File: src/rtl/branch_target_buffer_if.sv
// Fetch/execute-facing bundle of the branch target buffer.
// The master side drives lookups and resolved-branch updates. The slave side returns predictions.
interface branch_target_buffer_if #(
  parameter int ADDR_W  = 16,
  parameter int ENTRIES = 4
);
  localparam int OCC_W = $clog2(ENTRIES) + 1;

  logic              flush;
  logic [ADDR_W-1:0] lookup_pc;
  logic              pred_hit;
  logic              pred_taken;
  logic [ADDR_W-1:0] pred_next_pc;
  logic              upd_valid;
  logic [ADDR_W-1:0] upd_pc;
  logic              upd_taken;
  logic [ADDR_W-1:0] upd_target;
  logic [OCC_W-1:0]  occupancy;

  modport master (
    output flush, lookup_pc, upd_valid, upd_pc, upd_taken, upd_target,
    input  pred_hit, pred_taken, pred_next_pc, occupancy
  );

  modport slave (
    input  flush, lookup_pc, upd_valid, upd_pc, upd_taken, upd_target,
    output pred_hit, pred_taken, pred_next_pc, occupancy
  );
endinterface

File: src/rtl/branch_target_buffer.sv
// Fully-associative branch target buffer with 2-bit saturating direction counters.
// Lookup is combinational. Resolved-branch updates allocate or train entries on the next clock edge.
module branch_target_buffer #(
  parameter int ADDR_W  = 16,
  parameter int ENTRIES = 4
) (
  input  logic                   clk,
  input  logic                   rst,
  branch_target_buffer_if.slave  bus
);
  localparam int IDX_W = $clog2(ENTRIES);
  localparam int OCC_W = IDX_W + 1;
  localparam logic [ADDR_W-1:0] PC_ONE  = ADDR_W'(1);
  localparam logic [IDX_W-1:0]  IDX_ONE = IDX_W'(1);
  localparam logic [OCC_W-1:0]  OCC_ONE = OCC_W'(1);

  typedef logic [IDX_W-1:0] idx_t;

  logic [ENTRIES-1:0]             valid_q, valid_d;
  logic [ENTRIES-1:0][ADDR_W-1:0] tag_q, tag_d;
  logic [ENTRIES-1:0][ADDR_W-1:0] target_q, target_d;
  logic [ENTRIES-1:0][1:0]        ctr_q, ctr_d;
  idx_t                           rr_q, rr_d;
  logic [OCC_W-1:0]               occ_q, occ_d;

  logic [ENTRIES-1:0] lk_match, up_match;
  logic               lk_hit, lk_taken, up_hit, free_any;
  idx_t               lk_idx, up_idx, free_idx, victim;

  for (genvar g = 0; g < ENTRIES; g++) begin : g_cmp
    assign lk_match[g] = valid_q[g] && (tag_q[g] == bus.lookup_pc);
    assign up_match[g] = valid_q[g] && (tag_q[g] == bus.upd_pc);
  end

  // Descending scans so the lowest matching or free index ends up selected.
  always_comb begin
    lk_hit   = 1'b0;
    lk_idx   = '0;
    up_hit   = 1'b0;
    up_idx   = '0;
    free_any = 1'b0;
    free_idx = '0;
    for (int i = ENTRIES - 1; i >= 0; i--) begin
      if (lk_match[i]) begin
        lk_hit = 1'b1;
        lk_idx = idx_t'(i);
      end
      if (up_match[i]) begin
        up_hit = 1'b1;
        up_idx = idx_t'(i);
      end
      if (!valid_q[i]) begin
        free_any = 1'b1;
        free_idx = idx_t'(i);
      end
    end
  end

  assign lk_taken         = lk_hit && ctr_q[lk_idx][1];
  assign bus.pred_hit     = lk_hit;
  assign bus.pred_taken   = lk_taken;
  assign bus.pred_next_pc = lk_taken ? target_q[lk_idx] : bus.lookup_pc + PC_ONE;
  assign bus.occupancy    = occ_q;
  assign victim           = free_any ? free_idx : rr_q;

  always_comb begin
    valid_d  = valid_q;
    tag_d    = tag_q;
    target_d = target_q;
    ctr_d    = ctr_q;
    rr_d     = rr_q;
    occ_d    = occ_q;
    if (bus.flush) begin
      valid_d = '0;
      rr_d    = '0;
      occ_d   = '0;
    end else if (bus.upd_valid) begin
      if (up_hit) begin
        if (bus.upd_taken) begin
          ctr_d[up_idx]    = (ctr_q[up_idx] == 2'd3) ? 2'd3 : ctr_q[up_idx] + 2'd1;
          target_d[up_idx] = bus.upd_target;
        end else begin
          ctr_d[up_idx] = (ctr_q[up_idx] == 2'd0) ? 2'd0 : ctr_q[up_idx] - 2'd1;
        end
      end else if (bus.upd_taken) begin
        valid_d[victim]  = 1'b1;
        tag_d[victim]    = bus.upd_pc;
        target_d[victim] = bus.upd_target;
        ctr_d[victim]    = 2'b10;
        if (free_any) occ_d = occ_q + OCC_ONE;
        else          rr_d  = rr_q + IDX_ONE;
      end
    end
  end

  always_ff @(posedge clk or posedge rst) begin
    if (rst) begin
      valid_q <= '0;
      rr_q    <= '0;
      occ_q   <= '0;
    end else begin
      valid_q <= valid_d;
      rr_q    <= rr_d;
      occ_q   <= occ_d;
    end
  end

  // Payload is meaningless while its valid bit is clear, so it carries no reset.
  always_ff @(posedge clk) begin
    tag_q    <= tag_d;
    target_q <= target_d;
    ctr_q    <= ctr_d;
  end
endmodule

File: src/flat_wrapper.sv
// flat-port wrapper written by rule: the top's interface ports become plain ports
module branch_target_buffer_flat 
#(
  parameter int ADDR_W  = 16,
  parameter int ENTRIES = 4
)
  (clk, rst, bus_flush, bus_lookup_pc, bus_upd_valid, bus_upd_pc, bus_upd_taken, bus_upd_target, bus_pred_hit, bus_pred_taken, bus_pred_next_pc, bus_occupancy);
  branch_target_buffer_if #(.ADDR_W(ADDR_W), .ENTRIES(ENTRIES)) bus_i ();
  input  logic clk;
  input  logic rst;
  input wire logic [$bits(bus_i.flush)-1:0] bus_flush;
  input wire logic [$bits(bus_i.lookup_pc)-1:0] bus_lookup_pc;
  input wire logic [$bits(bus_i.upd_valid)-1:0] bus_upd_valid;
  input wire logic [$bits(bus_i.upd_pc)-1:0] bus_upd_pc;
  input wire logic [$bits(bus_i.upd_taken)-1:0] bus_upd_taken;
  input wire logic [$bits(bus_i.upd_target)-1:0] bus_upd_target;
  output wire logic [$bits(bus_i.pred_hit)-1:0] bus_pred_hit;
  output wire logic [$bits(bus_i.pred_taken)-1:0] bus_pred_taken;
  output wire logic [$bits(bus_i.pred_next_pc)-1:0] bus_pred_next_pc;
  output wire logic [$bits(bus_i.occupancy)-1:0] bus_occupancy;
  assign bus_i.flush = bus_flush;
  assign bus_i.lookup_pc = bus_lookup_pc;
  assign bus_i.upd_valid = bus_upd_valid;
  assign bus_i.upd_pc = bus_upd_pc;
  assign bus_i.upd_taken = bus_upd_taken;
  assign bus_i.upd_target = bus_upd_target;
  assign bus_pred_hit = bus_i.pred_hit;
  assign bus_pred_taken = bus_i.pred_taken;
  assign bus_pred_next_pc = bus_i.pred_next_pc;
  assign bus_occupancy = bus_i.occupancy;
  branch_target_buffer #(.ADDR_W(ADDR_W), .ENTRIES(ENTRIES)) u_core (.clk(clk), .rst(rst), .bus(bus_i));
endmodule
File: config.mk
export PLATFORM = sky130hd
export DESIGN_NAME = branch_target_buffer_flat
export DESIGN_NICKNAME = d
export VERILOG_FILES = /design/src/rtl/branch_target_buffer_if.sv /design/src/rtl/branch_target_buffer.sv /design/src/flat_wrapper.sv
export SDC_FILE = /design/constraint.sdc
export NUM_CORES = 1
export LEC_CHECK = 0
export BUFFER_PORTS_ARGS = -buffer_cell sky130_fd_sc_hd__buf_2
export CORE_AREA = 2 2 171 173
export DETAILED_ROUTE_END_ITERATION = 8
export DIE_AREA = 0 0 173 175
export GPL_ROUTABILITY_DRIVEN = 0
export GPL_TIMING_DRIVEN = 1
export MAX_ROUTING_LAYER = met4
export PLACE_DENSITY = 0.43
export SLEW_MARGIN = 20
export SYNTH_ARGS = -nofsm -noshare
export SYNTH_HDL_FRONTEND = slang
export SYNTH_SLANG_ARGS = --single-unit
File: constraint.sdc
create_clock -name clk -period 4.3 [get_ports clk]
set_clock_uncertainty 0.05 [all_clocks]
set_input_delay 0 -clock clk [delete_from_list [all_inputs] [get_ports clk]]
set_output_delay 0 -clock clk [all_outputs]
set_load 0.05 [all_outputs]
==> flow_metrics.py, run 1 <==
metrics = {
    "die": {
        "start_util_pct": 29.7,
        "die_h_um": 175,
        "core_sq_mm": 0.0284,
        "num_rows": 62,
        "die_w_um": 173,
        "ioPinCount": 74,
        "die-area_sq_mm": 0.0303,
    },
    "logic_synthesis": {
        "yosysTopAreaCell": "edfxtp_1",
        "yosys.area.top_type_share_pct": 48.5,
        "syn_nets": 777,
        "yosys_warnings": 0,
        "syn_area_sq_mm": 0.00843,
        "synth-seq-cells": 145,
        "yosysSeqAreaShare_pct": 51.1,
        "async_flop_share_pct": 6.21,
        "syn_inst": 722,
        "synthFlopType": "edfxtp_1",
        "syn_avg_cell_area_sq_um": 11.7,
        "ys_types": 63,
        "synth_area_leaders": "edfxtp_1, xnor2_1, mux2i_1, xor2_1, and2_1",
        "synth-edff-count": 136,
    },
    "place": {
        "place_inst": 1164,
        "dp_hpwl_mm": 19.5,
        "dpl_cell_area_sq_mm": 0.00925,
        "portBuffers": 73,
    },
    "worst_setup_path": {
        "cp-end-kind": "primary output",
        "worstSetupEndpoint": "bus_pred_next_pc[15]",
        "crit_fanout": 9,
        "cp_data_required_time_ns": 4.25,
        "cp-startpoint": "u_core.tag_q[8]$_DFFE_PP_",
        "reg2reg_setup_slack_ns": 0.81,
        "startpoint_type": "flip-flop",
        "rr_endpoint": "u_core.ctr_q[1]$_DFFE_PP_",
        "arrival_ns": 3.88,
        "rr_worst_depth": 8,
        "r2r_start": "u_core.tag_q[18]$_DFFE_PP_",
        "worstSetupPathType": "flip-flop to primary output",
    },
    "timing": {
        "setup_viol_count_final": 0,
        "rsz0062_at_grt": "no",
        "worst_pin_slew_ns": 0.906,
        "final.setup.tns_ns": 0,
        "min_period_ns": 3.93,
        "timing.hold.ws_ns": 0.0237,
        "fin_crit_sh_pct": 91.3,
        "hold_viol_final": 0,
        "slew_headroom_pct": 39.1,
        "maxSlewViolCount": 0,
        "fmax_mhz": 255,
    },
    "cts": {
        "ctsHoldBuffers": 36,
        "cts_setup_buffers": 0,
        "cts-resized-gates": 0,
        "cts_buffers": 17,
        "cts_tree": "done",
        "clockBufferDepth": 2,
        "cts_root_buf": "clkbuf_16",
        "cts_sinks": 145,
        "insertion_delay_ns": 0.42,
        "clk_pin_slew_ns": 0.07,
        "htree_levels": 4,
    },
    "grt": {
        "grt_pass1_wl_mm": 39.5,
        "met2_usage_pct": 30.2,
        "grtUsageMet3_pct": 2.92,
        "grt_max_degree": 33,
        "grt.busiest_layer": "met2",
        "antenna_found_initial": 0,
        "gr-total-overflow": 0,
        "track_usage_pct": 18.3,
        "grt_use_met1_pct": 22.7,
        "first_global_vias": 6288,
    },
    "pwr": {
        "total_power_w": 0.00344,
        "powerDensity_mw_per_mm2": 338,
        "leakage_nw": 3.55,
        "max-vdd-ir-drop_v": 0.000227,
    },
    "route": {
        "wl_per_cell_um": 21.6,
        "drc": 0,
        "first_pass_iters": 5,
        "vias": 6108,
        "ant_nets": 0,
        "wl_mm": 26.6,
        "drt-initial-drc-count": 535,
        "drt-vias-per-instance": 4.96,
    },
    "layout": {
        "layout_common_cells": "edfxtp_1, xnor2_1, buf_2",
        "diodes": 0,
        "num-nets-final": 890,
        "nFillCells": 2875,
        "final_layout_size_suffix_gt1_share_pct": 18.0,
        "mostFrequentLayoutCell": "edfxtp_1",
        "postLayoutCellArea_sq_mm": 0.0102,
        "syn2layout_area_growth_pct": 20.9,
        "fin_cells": 1232,
    },
    "hold_path": {
        "hp-class": "input port to flip-flop",
    },
    "outcome": {
        "status": "finished clean",
    },
    "run": {
        "cap_viol_max_count": 0,
    },
}
==> layout make-up <==
cell class	instances	area (sq um)	share of cell area, %
Sequential cell	145	4310	42.3
Clock inverter	13	144	1.41
Inverter	14	52.6	0.516
Timing Repair Buffer	129	876	8.60
Tap cell	384	480	4.72
Clock buffer	19	433	4.25
Multi-Input combinational cell	528	3890	38.2
==> cells by family (layout without fill, tap and decap cells) <==
logic type | Yosys count | after routing | share of synthesized area [%]
compound gates | 56 | 56 | 4.69
fa+ha+maj | 3 | 3 | 0.430
simple gates | 259 | 259 | 17.8
mux | 66 | 66 | 8.08
xor+xnor | 144 | 144 | 15.1
flops | 145 | 145 | 51.1
buf+inv | 49 | 175 | 2.87
==> critical path, cell delays in order (launching register included) <==
cell	delay, ns
edfxtp_1	0.43
xnor2_1	0.25
nor4b_1	0.31
nand4_1	0.18
nor3_1	0.58
nor2b_1	0.16
a221oi_4	0.74
buf_4	0.29
mux2i_1	0.21
buf_2	0.29
==> per-layer routing <==
layer / vias up / routed length [um] / share of wire (%)
met2: 211 / 12900 / 48
met4: 0 / 679 / 2.5
met1: 3007 / 11900 / 45
met3: 34 / 1160 / 4.4
li1: 2856 / - / -
met5: - / 0 / 0
==> registers in the layout, indices dropped and copies added (netlist names) <==
name,count
u_core.valid_q,4
u_core.rr_q,2
u_core.target_q,64
u_core.ctr_q,8
u_core.tag_q,64
u_core.bus.occupancy,3
==> stage by stage <==
step	utilization (%)	worst slack, ns
floorplan	-	0.420
global placement	32.6	0.862
detailed placement	32.6	0.786
CTS	35.9	0.308
global route	35.9	0.194
finish	35.9	0.373
==> power breakdown <==
group	leakage [nW]	switching (W)	total [W]	internal [W]
logic	1.86	0.000233	0.000363	0.000131
clock network	0.277	0.000604	0.00151	0.000903
registers	1.42	0.0000115	0.00157	0.00156
total	3.55	0.000849	0.00344	0.00259
==> worst min path at each step <==
| stage | start | to | cells after the start |
|---|---|---|---|
| final | bus_upd_taken | u_core.rr_q[0]$_DFFE_PP0P_ | 4 |
| after detailed placement | rst | u_core.bus.occupancy[2]$_DFFE_PP0P_ | 2 |
| after floorplan | rst | u_core.bus.occupancy[0]$_DFFE_PP0P_ | 1 |
| after global placement | rst | u_core.bus.occupancy[1]$_DFFE_PP0P_ | 2 |
| after global routing | bus_upd_taken | u_core.rr_q[0]$_DFFE_PP0P_ | 4 |
| after CTS | bus_upd_taken | u_core.rr_q[0]$_DFFE_PP0P_ | 4 |
==> synthesized netlist by cell type, types with 13 or more instances <==
cell,count
mux2_2,16
nor3_1,13
and2_1,38
nor2_1,34
nand2_1,34
xor2_1,52
nor4_1,19
inv_1,14
a21oi_1,15
and3_1,19
nand3_1,20
edfxtp_1,136
xnor2_1,91
clkbuf_1,21
mux2i_1,50
nand4_1,27
nor2b_1,18
No activity file was read; power rests on OpenSTA's default activity.
==> run 2, diff against run 1 <==
--- a/config.mk
+++ b/config.mk
@@ -6,13 +6,13 @@
 export NUM_CORES = 1
 export LEC_CHECK = 0
 export BUFFER_PORTS_ARGS = -buffer_cell sky130_fd_sc_hd__buf_2
-export CORE_AREA = 2 2 171 173
+export CORE_AREA = 2 2 133 135
 export DETAILED_ROUTE_END_ITERATION = 8
-export DIE_AREA = 0 0 173 175
+export DIE_AREA = 0 0 135 137
 export GPL_ROUTABILITY_DRIVEN = 0
-export GPL_TIMING_DRIVEN = 1
+export HOLD_SLACK_MARGIN = 0.1
 export MAX_ROUTING_LAYER = met4
-export PLACE_DENSITY = 0.43
+export PLACE_DENSITY = 0.66
 export SLEW_MARGIN = 20
 export SYNTH_ARGS = -nofsm -noshare
 export SYNTH_HDL_FRONTEND = slang
==> run 2 against run 1 <==
Effect of this change: worst setup slack got worse by 0.014 ns; non-clock buffer count unchanged; worst hold slack improved by 0.34 ns; clock-buffer cell count decreased by 1; critical path type unchanged; largest cell class unchanged; largest power group unchanged.
==> flow_metrics.py, run 2 (synthesis results as in run 1) <==
metrics = {
    "outcome": {
        "status": "finished clean",
    },
    "worst_setup_path": {
        "cp-end-kind": "primary output",
        "cp_data_required_time_ns": 4.25,
        "startpoint_type": "flip-flop",
        "arrival_ns": 3.89,
        "worstSetupPathType": "flip-flop to primary output",
        "crit_fanout": 32,
    },
    "place": {
        "dp_hpwl_mm": 16.9,
        "portBuffers": 73,
        "place_inst": 1002,
    },
    "route": {
        "drc": 0,
        "wl_per_cell_um": 21.8,
        "drt-initial-drc-count": 682,
        "drt-vias-per-instance": 5.90,
        "first_pass_iters": 6,
        "wl_mm": 23.4,
        "ant_nets": 0,
        "vias": 6333,
    },
    "grt": {
        "antenna_found_initial": 0,
        "first_global_vias": 6331,
        "grt_max_degree": 33,
        "track_usage_pct": 26.9,
        "grt_pass1_wl_mm": 35.7,
        "gr-total-overflow": 0,
    },
    "timing": {
        "hold_viol_final": 0,
        "fmax_mhz": 254,
        "worst_pin_slew_ns": 1.03,
        "slew_headroom_pct": 31.3,
        "maxSlewViolCount": 0,
        "final.setup.tns_ns": 0,
        "min_period_ns": 3.94,
        "rsz0062_at_grt": "no",
        "setup_viol_count_final": 0,
        "fin_crit_sh_pct": 91.6,
    },
    "layout": {
        "nFillCells": 1395,
        "reg_top3": "u_core.tag_q: 64 flops, u_core.target_q: 64 flops, u_core.ctr_q: 8 flops",
        "syn2layout_area_growth_pct": 18.7,
        "mostFrequentLayoutCell": "edfxtp_1",
        "diodes": 0,
        "layout_common_cells": "edfxtp_1, xnor2_1, buf_2",
        "regArea_sq_mm": 0.00431,
        "final_layout_size_suffix_gt1_share_pct": 18.2,
        "fin_cells": 1073,
        "num-nets-final": 890,
        "multiInputGateArea_sq_mm": 0.00389,
    },
    "cts": {
        "ctsHoldBuffers": 39,
        "clk_pin_slew_ns": 0.07,
        "cts-resized-gates": 0,
        "cts_setup_buffers": 0,
        "insertion_delay_ns": 0.43,
        "cts_buffers": 17,
        "htree_levels": 4,
        "cts_sinks": 145,
        "cts_tree": "done",
        "clockBufferDepth": 2,
        "cts_root_buf": "clkbuf_16",
    },
    "die": {
        "start_util_pct": 49.4,
        "die-area_sq_mm": 0.0185,
        "die_h_um": 137,
        "ioPinCount": 74,
        "core_sq_mm": 0.0171,
        "num_rows": 48,
        "die_w_um": 135,
    },
    "pwr": {
        "total_power_w": 0.00340,
        "max-vdd-ir-drop_v": 0.000280,
        "leakage_nw": 3.55,
        "powerDensity_mw_per_mm2": 340,
    },
    "run": {
        "cap_viol_max_count": 0,
    },
    "hold_path": {
        "hp-class": "input port to flip-flop",
    },
}
run 2: final timing paths:
path	slack, ns	to	startpoint	cells past startpoint
setup / recovery	0.36	bus_pred_next_pc[6]	u_core.tag_q[56]$_DFFE_PP_	10
min in group asynchronous	0.60	u_core.valid_q[0]$_DFFE_PP0P_	rst	4
hold reg to reg	0.52	u_core.bus.occupancy[1]$_DFFE_PP0P_	u_core.bus.occupancy[1]$_DFFE_PP0P_	2
max in group asynchronous	3.34	u_core.rr_q[0]$_DFFE_PP0P_	rst	4
hold / removal	0.37	u_core.rr_q[0]$_DFFE_PP0P_	bus_flush	3
setup reg to reg	0.72	u_core.ctr_q[5]$_DFFE_PP_	u_core.tag_q[34]$_DFFE_PP_	8
run 2: where the power goes:
group / switching [W] / leakage (nW) / internal [W]
sequential: 0.0000130 / 1.42 / 0.00156
clock: 0.000616 / 0.280 / 0.000862
combinational: 0.000223 / 1.85 / 0.000130
run 2: cell type report:
| type | count | share of cell area, % |
|---|---|---|
| sequential | 145 | 43.1 |
| multi-input combinational | 528 | 38.9 |
| timing repair buffer | 129 | 8.83 |
| clock buffer | 18 | 4.29 |
| tap | 225 | 2.81 |
| clock inverter | 14 | 1.54 |
| inverter | 14 | 0.525 |
run 2: metal layers:
layer  wire length [um]  track usage, %
met5                  0               -
met3               1540            5.00
met1               9350            31.8
met2              11300            43.8
met4               1180            14.9
run 2: critical path, cell delays in order, from the launching register on:
cell	delay [ns]
edfxtp_1	0.45
xor2_2	0.21
nor4_2	0.30
nand4_1	0.18
or4_4	0.59
a211oi_4	0.23
buf_4	0.49
mux2i_1	0.17
mux2_2	0.28
mux2i_1	0.20
buf_2	0.31
run 2: metrics by stage:
stage | utilization [%] | hold WS [ns] | cell area, sq um | worst slack [ns]
final | 58.7 | 0.367 | 10000 | 0.359
after global placement | 52.9 | -0.0829 | 9030 | 0.763
after CTS | 58.7 | 0.355 | 10000 | 0.388
after floorplan | - | -0.222 | 8430 | 0.420
after global routing | 58.7 | 0.385 | 10000 | 0.216
after detailed placement | 52.9 | -0.0649 | 9030 | 0.760
